--- src/rtl/fifo_key_ctrl.sv ---
// fifo_key_ctrl
// Front-end controller for the lab FIFO. Turns raw push/pop key levels into
// single-cycle strobes, registers the write data, gates strobes with the
// FIFO full/empty flags, records illegal attempts and tracks occupancy.
//
// Ports:
//   clk          system clock, rising edge
//   reset        asynchronous, active-high
//   push_key     raw push key level (asynchronous)
//   pop_key      raw pop key level (asynchronous)
//   data_in      value to enqueue, sampled when a push issues
//   empty, full  FIFO status flags
//   fifo_data    FIFO read data, valid the cycle after pop
//   push, pop    registered single-cycle strobes to the FIFO
//   pushedValue  registered write data, valid while push=1
//   shown_value  last value popped; shown_valid once any value was captured
//   count        occupancy as tracked by issued strobes
//   overflow     sticky: push request while full
//   underflow    sticky: pop request while empty
//
// Pop FSM:
//   state  | meaning
//   S_IDLE | ready to accept a pop request
//   S_WAIT | pop issued; waiting for fifo_data and capturing it
module fifo_key_ctrl #(
    parameter int depth = 4,
    parameter int width = 8
) (
    input  logic             clk,
    input  logic             reset,
    input  logic             push_key,
    input  logic             pop_key,
    input  logic [width-1:0] data_in,
    input  logic             empty,
    input  logic             full,
    input  logic [width-1:0] fifo_data,
    output logic             push,
    output logic             pop,
    output logic [width-1:0] pushedValue,
    output logic [width-1:0] shown_value,
    output logic             shown_valid,
    output logic [depth:0]   count,
    output logic             overflow,
    output logic             underflow
);

    typedef enum logic {
        S_IDLE = 1'b0,
        S_WAIT = 1'b1
    } state_t;

    localparam logic [depth:0] COUNT_ONE = 1;

    state_t         state;
    state_t         state_next;

    logic           push_s1;
    logic           push_s2;
    logic           push_prev;
    logic           pop_s1;
    logic           pop_s2;
    logic           pop_prev;

    logic           push_req;
    logic           pop_req;
    logic           push_issue;
    logic           pop_issue;
    logic           underflow_set;
    logic           capture;
    logic [depth:0] count_next;

    assign push_req   = push_s2 & ~push_prev;
    assign pop_req    = pop_s2 & ~pop_prev;
    assign push_issue = push_req & ~full;

    always_ff @(posedge clk or posedge reset) begin
        if (reset) begin
            state <= S_IDLE;
        end else begin
            state <= state_next;
        end
    end

    // WAIT spans two cycles: the cycle pop is high (FIFO not yet read) and
    // the following cycle, where fifo_data is valid and gets captured.
    // The registered pop strobe tells the two apart.
    always_comb begin
        state_next    = state;
        pop_issue     = 1'b0;
        underflow_set = 1'b0;
        capture       = 1'b0;
        case (state)
            S_IDLE: begin
                if (pop_req) begin
                    if (!empty) begin
                        pop_issue  = 1'b1;
                        state_next = S_WAIT;
                    end else begin
                        underflow_set = 1'b1;
                    end
                end
            end
            S_WAIT: begin
                if (!pop) begin
                    capture    = 1'b1;
                    state_next = S_IDLE;
                end
            end
            default: state_next = S_IDLE;
        endcase
    end

    always_comb begin
        count_next = count;
        case ({push_issue, pop_issue})
            2'b10:   count_next = count + COUNT_ONE;
            2'b01:   count_next = count - COUNT_ONE;
            default: count_next = count;
        endcase
    end

    always_ff @(posedge clk or posedge reset) begin
        if (reset) begin
            push_s1     <= 1'b0;
            push_s2     <= 1'b0;
            push_prev   <= 1'b0;
            pop_s1      <= 1'b0;
            pop_s2      <= 1'b0;
            pop_prev    <= 1'b0;
            push        <= 1'b0;
            pop         <= 1'b0;
            pushedValue <= '0;
            shown_value <= '0;
            shown_valid <= 1'b0;
            count       <= '0;
            overflow    <= 1'b0;
            underflow   <= 1'b0;
        end else begin
            push_s1   <= push_key;
            push_s2   <= push_s1;
            push_prev <= push_s2;
            pop_s1    <= pop_key;
            pop_s2    <= pop_s1;
            pop_prev  <= pop_s2;

            push  <= push_issue;
            pop   <= pop_issue;
            count <= count_next;

            if (push_issue) begin
                pushedValue <= data_in;
            end
            if (push_req && full) begin
                overflow <= 1'b1;
            end
            if (underflow_set) begin
                underflow <= 1'b1;
            end
            if (capture) begin
                shown_value <= fifo_data;
                shown_valid <= 1'b1;
            end
        end
    end

endmodule

--- config.mk ---
export PLATFORM = sky130hd
export DESIGN_NAME = fifo_key_ctrl
export DESIGN_NICKNAME = d
export VERILOG_FILES = /design/src/rtl/fifo_key_ctrl.sv
export SDC_FILE = /design/constraint.sdc
export NUM_CORES = 1
export LEC_CHECK = 0
export ABC_AREA = 1
export CAP_MARGIN = 20
export CORE_MARGIN = 1
export CORE_UTILIZATION = 65
export CTS_CLUSTER_SIZE = 40
export DETAILED_ROUTE_END_ITERATION = 12
export DONT_BUFFER_PORTS = 1
export PLACE_DENSITY = 0.88
export SLEW_MARGIN = 20
export SYNTH_ARGS = -nofsm -noshare
export SYNTH_HDL_FRONTEND = slang
export SYNTH_SLANG_ARGS = --single-unit
--- constraint.sdc ---
create_clock -name clk -period 3.2 [get_ports clk]
set_input_delay 0.48 -clock clk [delete_from_list [all_inputs] [get_ports clk]]
set_output_delay 0.48 -clock clk [all_outputs]
set_load 0.02 [all_outputs]
* Word level (Yosys, flattened, before mapping) *
Index checks and enable logic that the tools add are counted.

word-level totals
  bits of input ports = 22
  register bits after elaboration = 33
  latch bits = 0
  bits in writable memories = 0
  output and inout port bits = 26
  ROM bits = 0
  memories = 0

operators by class
  div/mod/pow operators = 0
  bitwise logic cells = 7
  shifts and indexed selects = 0
  equal/unequal tests = 2
  muxes and demuxes = 11
  $lt $le $gt $ge = 0
  add/subtract/negate cells = 2
  reduce and logical (&&, ||, !) cells = 2
  multipliers = 0

operator list
  operator                                                               count
  5-bit case mux with 2 select lines                                     1
  1-bit 2-to-1 mux                                                       9
  5-bit by 1-bit adder with 5-bit output, second input constant          1
  5-bit by 1-bit subtractor with 5-bit output, second input constant     1
  1-bit NOT                                                              4
  1-bit AND                                                              3
  2-bit by 1-bit equality test with 1-bit output, second input constant  1
  2-bit equality test, second input constant                             1
  1-bit case mux with 2 select lines                                     1
  2-bit nonzero test                                                     1
  1-bit logical AND                                                      1

* Logic depth before layout (Yosys ltp) *
  word-level depth = 6
  mapped depth = 15
  gate-level depth less buffers = 15

* Least setup slack after synthesis *
OpenSTA, ideal clock, no wires.

  path kind = input to register
  from = input empty
  to = register count[4]
  buffers on the path = 0
  data required time = 3083 ps
  setup time = 117 ps
  setup slack = 1110 ps
  stages on the path = 13
  arrival time = 1972 ps
  path through = or3b_1 nor2_1 ha_1 nor2_1 nor2_2 ha_1 inv_1 nand2_1 nand3_1 nand2_1 nand2_1 nand3_1 nand2_1

between the ends
  longest elaborated chain between the ends = 5

ends and longest elaborated chain
  item                                                                                          RTL line  source
  start, declared                                                                               34        input logic empty,
  1-bit 2-to-1 mux *                                                                            95        if (!empty) begin
  1-bit 2-to-1 mux *                                                                            94        if (pop_req) begin
  1-bit 2-to-1 mux *                                                                            92        case (state)
  named net pop_issue                                                                           67        logic pop_issue;
  2-bit by 1-bit equality test with 1-bit output / 2-bit equality test (equally long branches)  115       case ({push_issue, pop_issue})
  5-bit case mux with 2 select lines / 2-bit nonzero test (equally long branches)               n/a
  end signal, assigned                                                                          148       count <= count_next;
  end, declared                                                                                 42        output logic [depth:0] count,

Mark *: on every way through the listed nets, which the timed path passes. The rest lies on a longest branch.
A chain may end at the register's enable or synchronous reset.

* Worst setup path in the final report *
  from = register push_prev
  to = register count[4]

between the ends
  longest elaborated chain between the ends = 5

ends and longest elaborated chain
  item                                                                                          RTL line  source
  start, declared                                                                               59        logic push_prev;
  start signal, assigned                                                                        141       push_prev <= push_s2;
  1-bit NOT *                                                                                   72        assign push_req = push_s2 & ~push_prev;
  1-bit AND *                                                                                   72
  1-bit AND *                                                                                   74        assign push_issue = push_req & ~full;
  named net push_issue                                                                          66        logic push_issue;
  2-bit by 1-bit equality test with 1-bit output / 2-bit equality test (equally long branches)  115
  5-bit case mux with 2 select lines / 2-bit nonzero test (equally long branches)               n/a

Marks and branches as above.

==> reports/results.ini <==
[status]
outcome=finished, final reports clean

[floorplan]
design.die.area_um2=2245
start_util_pct=68.94
core_um2=1942
pin_count=48
fp.dieW_um=47.39
die_y_um=47.39
num_rows=16

[yosys]
synthArstFlopShare_pct=100.0
synth_edf_count=0
yosys.area.top_type_share_pct=61.68
synth_fp_nets=169
yosysSeqAreaShare_pct=61.68
synth_area_leaders=dfrtp_1, nand2_1, ha_1, inv_1, nand3_1
synth_most_common_cell=nand2_1
synth_ff_type=dfrtp_1
yosysUniqueCellTypes=20
synthesis.area_um2=1339
syn_avg_cell_area_um2=9.362
syn_inst=143
synth_common_cells=nand2_1, dfrtp_1, inv_1
yosysTopAreaCell=dfrtp_1
ys_ff_latch=33
yosys_warnings=0

[detailed_routing]
vias_per_cell=5.320
vias=947
first_pass_iters=4
wirelength_um=2337
wl_per_cell_um=13.13
drc=0
dr.first_iter.drc_count=10
antenna_left=0

[grt]
grt_overflow=0
grt_first_pass_wirelength_um=3332
antenna_found_initial=0
grt_max_degree=34
grt_usage_pct=22.56
grt_pass1_vias=834

[power]
p_leak_nw=0.7687
peakVddDrop_v=0.0005819
p_per_area_nw_per_um2=844.7
p_total_w=0.001205

[timing]
finClkSkew_ns=0.005290
fin_crit_sh_pct=70.19
hold_viol=0
finalCriticalPeriod_ns=2.246
max_freq_ghz=0.4452
final_max_slew_viol_count=0
maxSlewHeadroom_pct=52.62
rsz0062_at_grt=no
setup_viol=0
worst_pin_slew_ns=0.7080
fin_tns_setup_ns=0

[cells_and_area]
final_area_um2=1426
post-route-util_pct=73.45
num_antenna_cells=0
fin_cells=178
fin_nets=176
area_growth_pct=6.542
layout-drive-gt1-share_pct=9.934

[placed_design]
dpl.cell_count=170
portBuffers=0
gp_congestion=0.7952
place_area_um2=1375
dpl.hpwl_um=1715

[clock_network]
postCtsResizedCells=0
clk_latency_ns=0.31
clockRootBuffer=clkbuf_4
cts_tree=yes
post_cts_buffers=0
clock_path_buffers=2
numCtsBuffers=5
cts.sinks=33
hold_buffers=0
clkSlewWorstSetupHoldPaths_ns=0.09
htreeDepth=2

[job]
max_cap_viol_count=0

[hold_path]
hold_class=in2async

[setup_path]
crit_path_end_kind=register
critPathLaunchType=register
worstPathArrival_ns=2.46
cp.required_ns=3.41
critPathKind=reg2reg
path_max_fanout=10

==> cells by family (layout without fill, tap and decap cells) <==
kind of cell / after synthesis / after routing / synth area share, %
flops: 33 / 33 / 61.68
simple gates: 82 / 82 / 25.42
compound gates: 7 / 7 / 3.365
xor+xnor: 2 / 2 / 1.309
buf+inv: 15 / 23 / 4.486
fa+ha+maj: 4 / 4 / 3.738
==> worst paths after layout <==
kind	start	end	slack, ns	depth (start not counted)
max in group asynchronous	reset	shown_value[1]	2.79	2
min in group clk	pop_key	pop_s1	0.18	0
hold / removal	reset	count[2]	0.12	2
setup / recovery	push_prev	count[4]	0.95	11
hold reg to reg	push_s1	push_s2	0.36	0
setup reg to reg	push_prev	count[4]	0.95	11
==> routing by layer <==
metal | global-route usage, % | up-vias | share of wire (%)
li1 | - | 451 | -
met1 | 23.47 | 445 | 38
met2 | 40.55 | 49 | 53
met3 | 10.00 | 2 | 8.1
met4 | 6.857 | 0 | 0.51
met5 | 0 | - | 0
==> where the power goes <==
group / switching, W / internal [W]
Sequential: 0.000213 / 0.000524
Combinational: 0.000164 / 0.0000941
Clock: 0.000126 / 0.0000836
Total: 0.000503 / 0.000701
==> cell type report <==
class,instances,area [µm²]
multi-input combinational,95,452.9
fill,151,515.5
clock buffer,6,41.29
timing repair buffer,1,7.507
inverter,14,55.05
tap,27,33.78
clock inverter,2,10.01
sequential,33,825.8
==> placed cells by master, fill, tap and decap left out, drive strengths merged <==
| cell type | n |
|---|---|
| o21ai | 2 |
| ha | 4 |
| or3b | 1 |
| xor2 | 1 |
| nand3 | 5 |
| or2 | 1 |
| nor2 | 5 |
| a21oi | 2 |
| xnor2 | 1 |
| buf | 1 |
| clkinv | 2 |
| nand3b | 1 |
| clkbuf | 6 |
| dfrtp | 33 |
| inv | 14 |
| o21bai | 1 |
| nor3 | 1 |
| nand2 | 68 |
| a31o | 2 |
==> per-stage QoR <==
step	worst slack, ns	hold WS [ns]
2_1_floorplan	1.110	0.3312
3_3_place_gp	1.030	0.3351
3_5_place_dp	0.9539	0.3403
4_1_cts	0.9559	0.1248
5_1_grt	0.7564	0.1339
6_report	0.9539	0.1197
==> state kept, by name, summed over array words and instances (netlist names) <==
name / count
shown_valid: 1
pop_s1: 1
count: 5
underflow: 1
pushedValue: 8
pop: 1
overflow: 1
push: 1
push_s2: 1
pop_prev: 1
pop_s2: 1
state: 1
push_s1: 1
shown_value: 8
push_prev: 1
==> worst max-delay path, cell delays in order, from the launching register on <==
cell	delay [ns]
dfrtp_1	0.43
nor3_4	0.43
inv_4	0.12
ha_1	0.28
ha_1	0.35
inv_1	0.07
o21bai_1	0.15
inv_1	0.07
nand2_1	0.08
nand2_1	0.05
nand3_1	0.06
nand2_1	0.05
Power figures use the tool's default switching activity.
